--- config.mk ---
export PLATFORM = sky130hd
export DESIGN_NAME = histogram_msg_decoder
export DESIGN_NICKNAME = d
export VERILOG_FILES = /design/src/rtl/histogram_msg_pkg.sv /design/src/rtl/hex_char_decode.sv /design/src/rtl/histogram_msg_decoder.sv
export SDC_FILE = /design/constraint.sdc
export NUM_CORES = 2
export LEC_CHECK = 0
export BUFFER_PORTS_ARGS = -buffer_cell sky130_fd_sc_hd__buf_4
export CAP_MARGIN = 15
export CORE_ASPECT_RATIO = 1.2
export CORE_MARGIN = 2
export CORE_UTILIZATION = 35
export DETAILED_ROUTE_END_ITERATION = 7
export GPL_ROUTABILITY_DRIVEN = 1
export HOLD_SLACK_MARGIN = 0.03
export SYNTH_ARGS = -nofsm -noshare
export SYNTH_HDL_FRONTEND = slang
export SYNTH_SLANG_ARGS = --single-unit
--- constraint.sdc ---
create_clock -name CLK -period 6.03 [get_ports CLK]
set_input_delay 1.206 -clock CLK [delete_from_list [all_inputs] [get_ports CLK]]
set_output_delay 1.206 -clock CLK [all_outputs]
set_load 0.01 [all_outputs]
--- src/rtl/histogram_msg_pkg.sv ---
// rtl/histogram_msg_pkg.sv - shared constants and state encoding for histogram message formatter/decoder
package histogram_msg_pkg;

  localparam logic [7:0] CHR_SP = 8'h20;
  localparam logic [7:0] CHR_LF = 8'h0A;
  localparam logic [7:0] CHR_CR = 8'h0D;

  typedef enum logic {
    S_DIGIT = 1'b0,
    S_SKIP  = 1'b1
  } state_t;

  function automatic int hex_digits(input int width);
    return width / 4;
  endfunction

endpackage

--- src/rtl/hex_char_decode.sv ---
// rtl/hex_char_decode.sv - ASCII hex character (0-9, A-F, a-f) to nibble
module hex_char_decode (
  input  logic [7:0] I_CHR,
  output logic [3:0] O_NIB,
  output logic       O_VLD
);

  always_comb begin
    O_NIB = 4'd0;
    O_VLD = 1'b0;
    if (I_CHR >= 8'h30 && I_CHR <= 8'h39) begin
      O_NIB = I_CHR[3:0];
      O_VLD = 1'b1;
    end else if ((I_CHR >= 8'h41 && I_CHR <= 8'h46) ||
                 (I_CHR >= 8'h61 && I_CHR <= 8'h66)) begin
      // 'A'/'a' have low nibble 1, so +9 maps them onto 10..15
      O_NIB = I_CHR[3:0] + 4'd9;
      O_VLD = 1'b1;
    end
  end

endmodule

--- src/rtl/histogram_msg_decoder.sv ---
// rtl/histogram_msg_decoder.sv - ASCII histogram frame decoder with shadowed output vector
// Optional error counter port ERR_CNT enabled by HISTOGRAM_MSG_DECODER_ERRCNT_EN.
module histogram_msg_decoder
  import histogram_msg_pkg::*;
#(
  parameter int WIDTH = 24,
  parameter int COUNT = 32
) (
  input  logic                   CLK,
  input  logic                   RSTN,
  input  logic                   I_STB,
  input  logic [7:0]             I_DAT,
  output logic                   O_STB,
  output logic [COUNT*WIDTH-1:0] O_DAT,
  output logic                   O_ERR
`ifdef HISTOGRAM_MSG_DECODER_ERRCNT_EN
  ,
  output logic [15:0]            ERR_CNT
`endif
);

  localparam int NDIG = hex_digits(WIDTH);
  localparam int IDXW = (COUNT > 1) ? $clog2(COUNT) : 1;
  localparam int DCW  = $clog2(NDIG + 1);
  localparam logic [DCW-1:0]  NDIG_C   = DCW'(NDIG);
  localparam logic [IDXW-1:0] LAST_IDX = IDXW'(COUNT - 1);

  state_t                 state;
  logic [COUNT*WIDTH-1:0] work;
  logic [WIDTH-1:0]       acc;
  logic [IDXW-1:0]        word_idx;
  logic [DCW-1:0]         dig_cnt;
  logic [3:0]             nib;
  logic                   nib_vld;
  logic                   dig_full;

  hex_char_decode u_hex (
    .I_CHR (I_DAT),
    .O_NIB (nib),
    .O_VLD (nib_vld)
  );

  assign dig_full = (dig_cnt == NDIG_C);

  always_ff @(posedge CLK) begin
    if (!RSTN) begin
      state    <= S_DIGIT;
      work     <= '0;
      acc      <= '0;
      word_idx <= '0;
      dig_cnt  <= '0;
      O_STB    <= 1'b0;
      O_ERR    <= 1'b0;
      O_DAT    <= '0;
    end else begin
      O_STB <= 1'b0;
      O_ERR <= 1'b0;
      if (I_STB && I_DAT != CHR_CR) begin
        case (state)
          S_DIGIT: begin
            if (nib_vld) begin
              if (!dig_full) begin
                acc     <= {acc[WIDTH-5:0], nib};
                dig_cnt <= dig_cnt + DCW'(1);
              end else begin
                O_ERR <= 1'b1;
                state <= S_SKIP;
              end
            end else if (I_DAT == CHR_SP) begin
              if (dig_full && word_idx != LAST_IDX) begin
                work[word_idx*WIDTH +: WIDTH] <= acc;
                word_idx <= word_idx + IDXW'(1);
                dig_cnt  <= '0;
              end else begin
                O_ERR <= 1'b1;
                state <= S_SKIP;
              end
            end else if (I_DAT == CHR_LF) begin
              // Last word goes straight from acc into the shadow; work keeps slots 0..COUNT-2
              if (dig_full && word_idx == LAST_IDX) begin
                O_DAT <= {acc, work[(COUNT-1)*WIDTH-1:0]};
                O_STB <= 1'b1;
              end else begin
                O_ERR <= 1'b1;
              end
              word_idx <= '0;
              dig_cnt  <= '0;
            end else begin
              O_ERR <= 1'b1;
              state <= S_SKIP;
            end
          end
          S_SKIP: begin
            if (I_DAT == CHR_LF) begin
              state    <= S_DIGIT;
              word_idx <= '0;
              dig_cnt  <= '0;
            end
          end
          default: state <= S_SKIP;
        endcase
      end
    end
  end

`ifdef HISTOGRAM_MSG_DECODER_ERRCNT_EN
  always_ff @(posedge CLK) begin
    if (!RSTN) begin
      ERR_CNT <= '0;
    end else if (O_ERR && ERR_CNT != 16'hFFFF) begin
      ERR_CNT <= ERR_CNT + 16'd1;
    end
  end
`endif

endmodule

==> out/metrics.yaml <==
syn-cell-area_sq_mm: 0.0586
grt_pass1_vias: 52278
crit_buf_inv: 0
tightest_slew_ns: 1.35
clk_pin_slew_ns: 0.07
min_path_cells: 2
cts_buffer_depth: 3
drive_gt1_share_pct: 18.6
irDropWorstVdd_mv: 0.206
fin_nets: 7896
rows: 164
die_area_sq_mm: 0.171
crit_path_start_kind: "register"
timing.fmax_mhz: 194
drc: 0
wl_microns: 280000
hold_viol_final: 0
slew_violations: 0
synth-seq-area-share_pct: 52.9
p_total_mw: 20.8
drtAntennaViolNets: 0
syn_to_final_growth_pct: 25.4
ys_warn_count: 0
cts_tree: "yes"
grt_pass1_wl_microns: 387000
netlist-cell-type-count: 87
p_leak_nw: 26.4
synth_top_area_share_pct: 52.9
post-route-period-util_pct: 85.5
overflow: 0
fin_cells: 10249
cpMaxStageDelayCell: "nor2_4"
cp-end-kind: "register"
cp.required_ns: 6.74
root_buffer: "clkbuf_16"
postCtsSetupBuffers: 0
via_per_inst: 5.49
synth_edf_count: 0
rsz0062_at_grt: "no"
p_per_area_mw_per_mm2: 283
die_h_microns: 452
reg2reg_depth: 11
antenna_found_initial: 20
io_buffers: 780
path_depth: 11
relSlewSlack_pct: 9.50
hpwl_microns: 200000
path_cells: "ha_1 -> fa_1 -> a211o_1 -> a21oi_1 -> nor2_1 -> nor3_1 -> ha_1 -> nand2_1 -> nor2_4 -> nand2_1 -> o31ai_1"
htreeDepth: 4
post-route-util_pct: 44.1
initial_core_util_pct: 35.2
min_period_ns: 5.16
io_pins: 781
postSynthCellCount: 7203
ys_async_sr_fraction_pct: 0
drt_first_pass_iters: 7
cts_hold_buf: 0
critPathMaxFanout: 32
syn_area_per_cell_sq_um: 8.13
synthTopCellsByArea: "dfxtp_1 (53%), nand2_1 (13%), a21oi_1 (8.1%)"
fillers: 16658
dr_total_vias: 56301
cap_violations: 0
post_cts_resized: 0
startpoint: "word_idx[0]$_SDFFE_PN0P_"
syn_nets: 7231
outcome: "finished, final reports clean"
synth-main-ff-cell: "dfxtp_1"
wl_per_cell_microns: 27.3
grt_max_degree: 216
drtIter0Drc: 5949
core_area_sq_mm: 0.166
numCtsBuffers: 157
synth-seq-cells: 1547
holdCritStartpoint: "work[614]$_SDFFE_PN0P_"
setup_viol: 0
fin_skew_ns: 0.0545
placed_cell_area_sq_mm: 0.0680
crit_path_max_incr_delay_ns: 0.92
dp.cells: 9948
clkSinkCount: 1547
crit_type: "reg -> reg"
grt_use_total_pct: 31.6
clock_latency_ns: 0.84
fin_setup_tns_ns: 0
synth.largest_area_cell: "dfxtp_1"
arrival_ns: 5.87
rr_startpoint: "word_idx[0]$_SDFFE_PN0P_"
die_w_microns: 377
hold_class: "reg -> reg"
path_delay_family: "simple AND/OR/NAND/NOR gates"
routabilityCongestion: 1.05
stdcell_area_sq_mm: 0.0735
-- path summary, 6_finish.rpt --
| kind | end | slack [ns] |
|---|---|---|
| max | work[59]$_SDFFE_PN0P_ | 0.87 |
| min | O_DAT[614]$_SDFFE_PN0P_ | 0.43 |
| max reg2reg | work[59]$_SDFFE_PN0P_ | 0.87 |
| min reg2reg | O_DAT[614]$_SDFFE_PN0P_ | 0.43 |
-- worst register-to-register path, delay by kind of cell, from the launching register on --
kind / cells / cell delay [ns]
AND/OR/NAND/NOR: 5 / 2.23
adder cells (fa/ha/maj): 3 / 1.36
AO/OA/AOI/OAI: 3 / 1.07
flip-flops: 1 / 0.37
-- registers in the layout, indices dropped and copies added, names as in the netlist --
name      cells
dig_cnt       3
O_DAT       768
state         1
acc          24
O_STB         1
word_idx      5
O_ERR         1
work        744
-- metal layers --
layer	GRT usage, %	vias to the layer above	wire [microns]
met1	39.4	27125	111000
met4	22.3	4	22500
li1	-	25928	-
met3	7.95	629	25800
met2	47.5	2615	121000
met5	0	-	32
-- logic make-up (layout without fill, tap and decap cells) --
family / Yosys count / after routing / synth area share, %
buffers and inverters: 601 / 1395 / 4.01
muxes: 173 / 173 / 2.99
xor gates and xnor gates: 11 / 11 / 0.237
other: 0 / 11 / 0
DFF: 1547 / 1547 / 52.9
and+or+nand+nor: 3183 / 3183 / 23.1
adders and majority gates: 17 / 17 / 0.376
AOI/OAI and AO/OA: 1671 / 1671 / 16.4
-- cells in the mapped netlist (all sizes together), types with 6 or more instances --
library cell / count
nand2: 2063
dfxtp: 1547
a21oi: 954
nand3: 563
clkbuf: 488
o21ai: 309
nor2: 288
mux2i: 158
o31ai: 140
buf: 97
a211oi: 77
nand4: 58
nor3: 45
a22oi: 40
or3: 38
a31oi: 30
nor4: 24
o22ai: 23
nand2b: 21
ha: 16
o211ai: 16
mux2: 15
inv: 13
nand3b: 13
or4: 12
a221oi: 11
and2: 11
a21o: 9
a221o: 8
and3: 8
and4: 8
nor2b: 8
o21a: 8
o2bb2ai: 8
nor3b: 7
or2: 7
xnor2: 7
a2111oi: 6
a211o: 6
o2111ai: 6
-- placed cells by master, fill, tap and decap left out, drive strengths merged, types with 42 or more instances in the layout --
cell type,instances
a211oi,77
nand2,2063
nand4,58
o31ai,140
buf,1091
clkbuf,223
o21ai,309
a21oi,954
clkinv,42
mux2i,158
nor3,45
nor2,288
nand3,563
dfxtp,1547
-- area by class of cell --
type                       count  area (sq um)  share of cell area (%)
clock buffer                 223          4500                    6.12
clock inverter                65           936                    1.27
inverter                      16          67.6                  0.0920
tap                         2241          2800                    3.82
antenna                       11          27.5                  0.0375
sequential                  1547         31000                    42.2
multi-input combinational   5055         25700                    35.0
timing repair buffer        1091          8450                    11.5
-- power by group --
| group | switching (mW) | internal [mW] | leakage [nW] | total [mW] |
|---|---|---|---|---|
| combinational | 0.221 | 0.0314 | 11.2 | 0.252 |
| clock | 4.38 | 5.91 | 2.67 | 10.3 |
| sequential | 0.00139 | 10.2 | 12.5 | 10.2 |
-- through the flow --
step / hold WS, ns / setup slack, ns
floorplan: 0.429 / 1.76
global placement: 0.437 / 1.18
detailed placement: 0.442 / 1.07
CTS: 0.431 / 0.973
global route: 0.459 / 0.561
finish: 0.431 / 0.873
(Power assumes the default switching activity.)
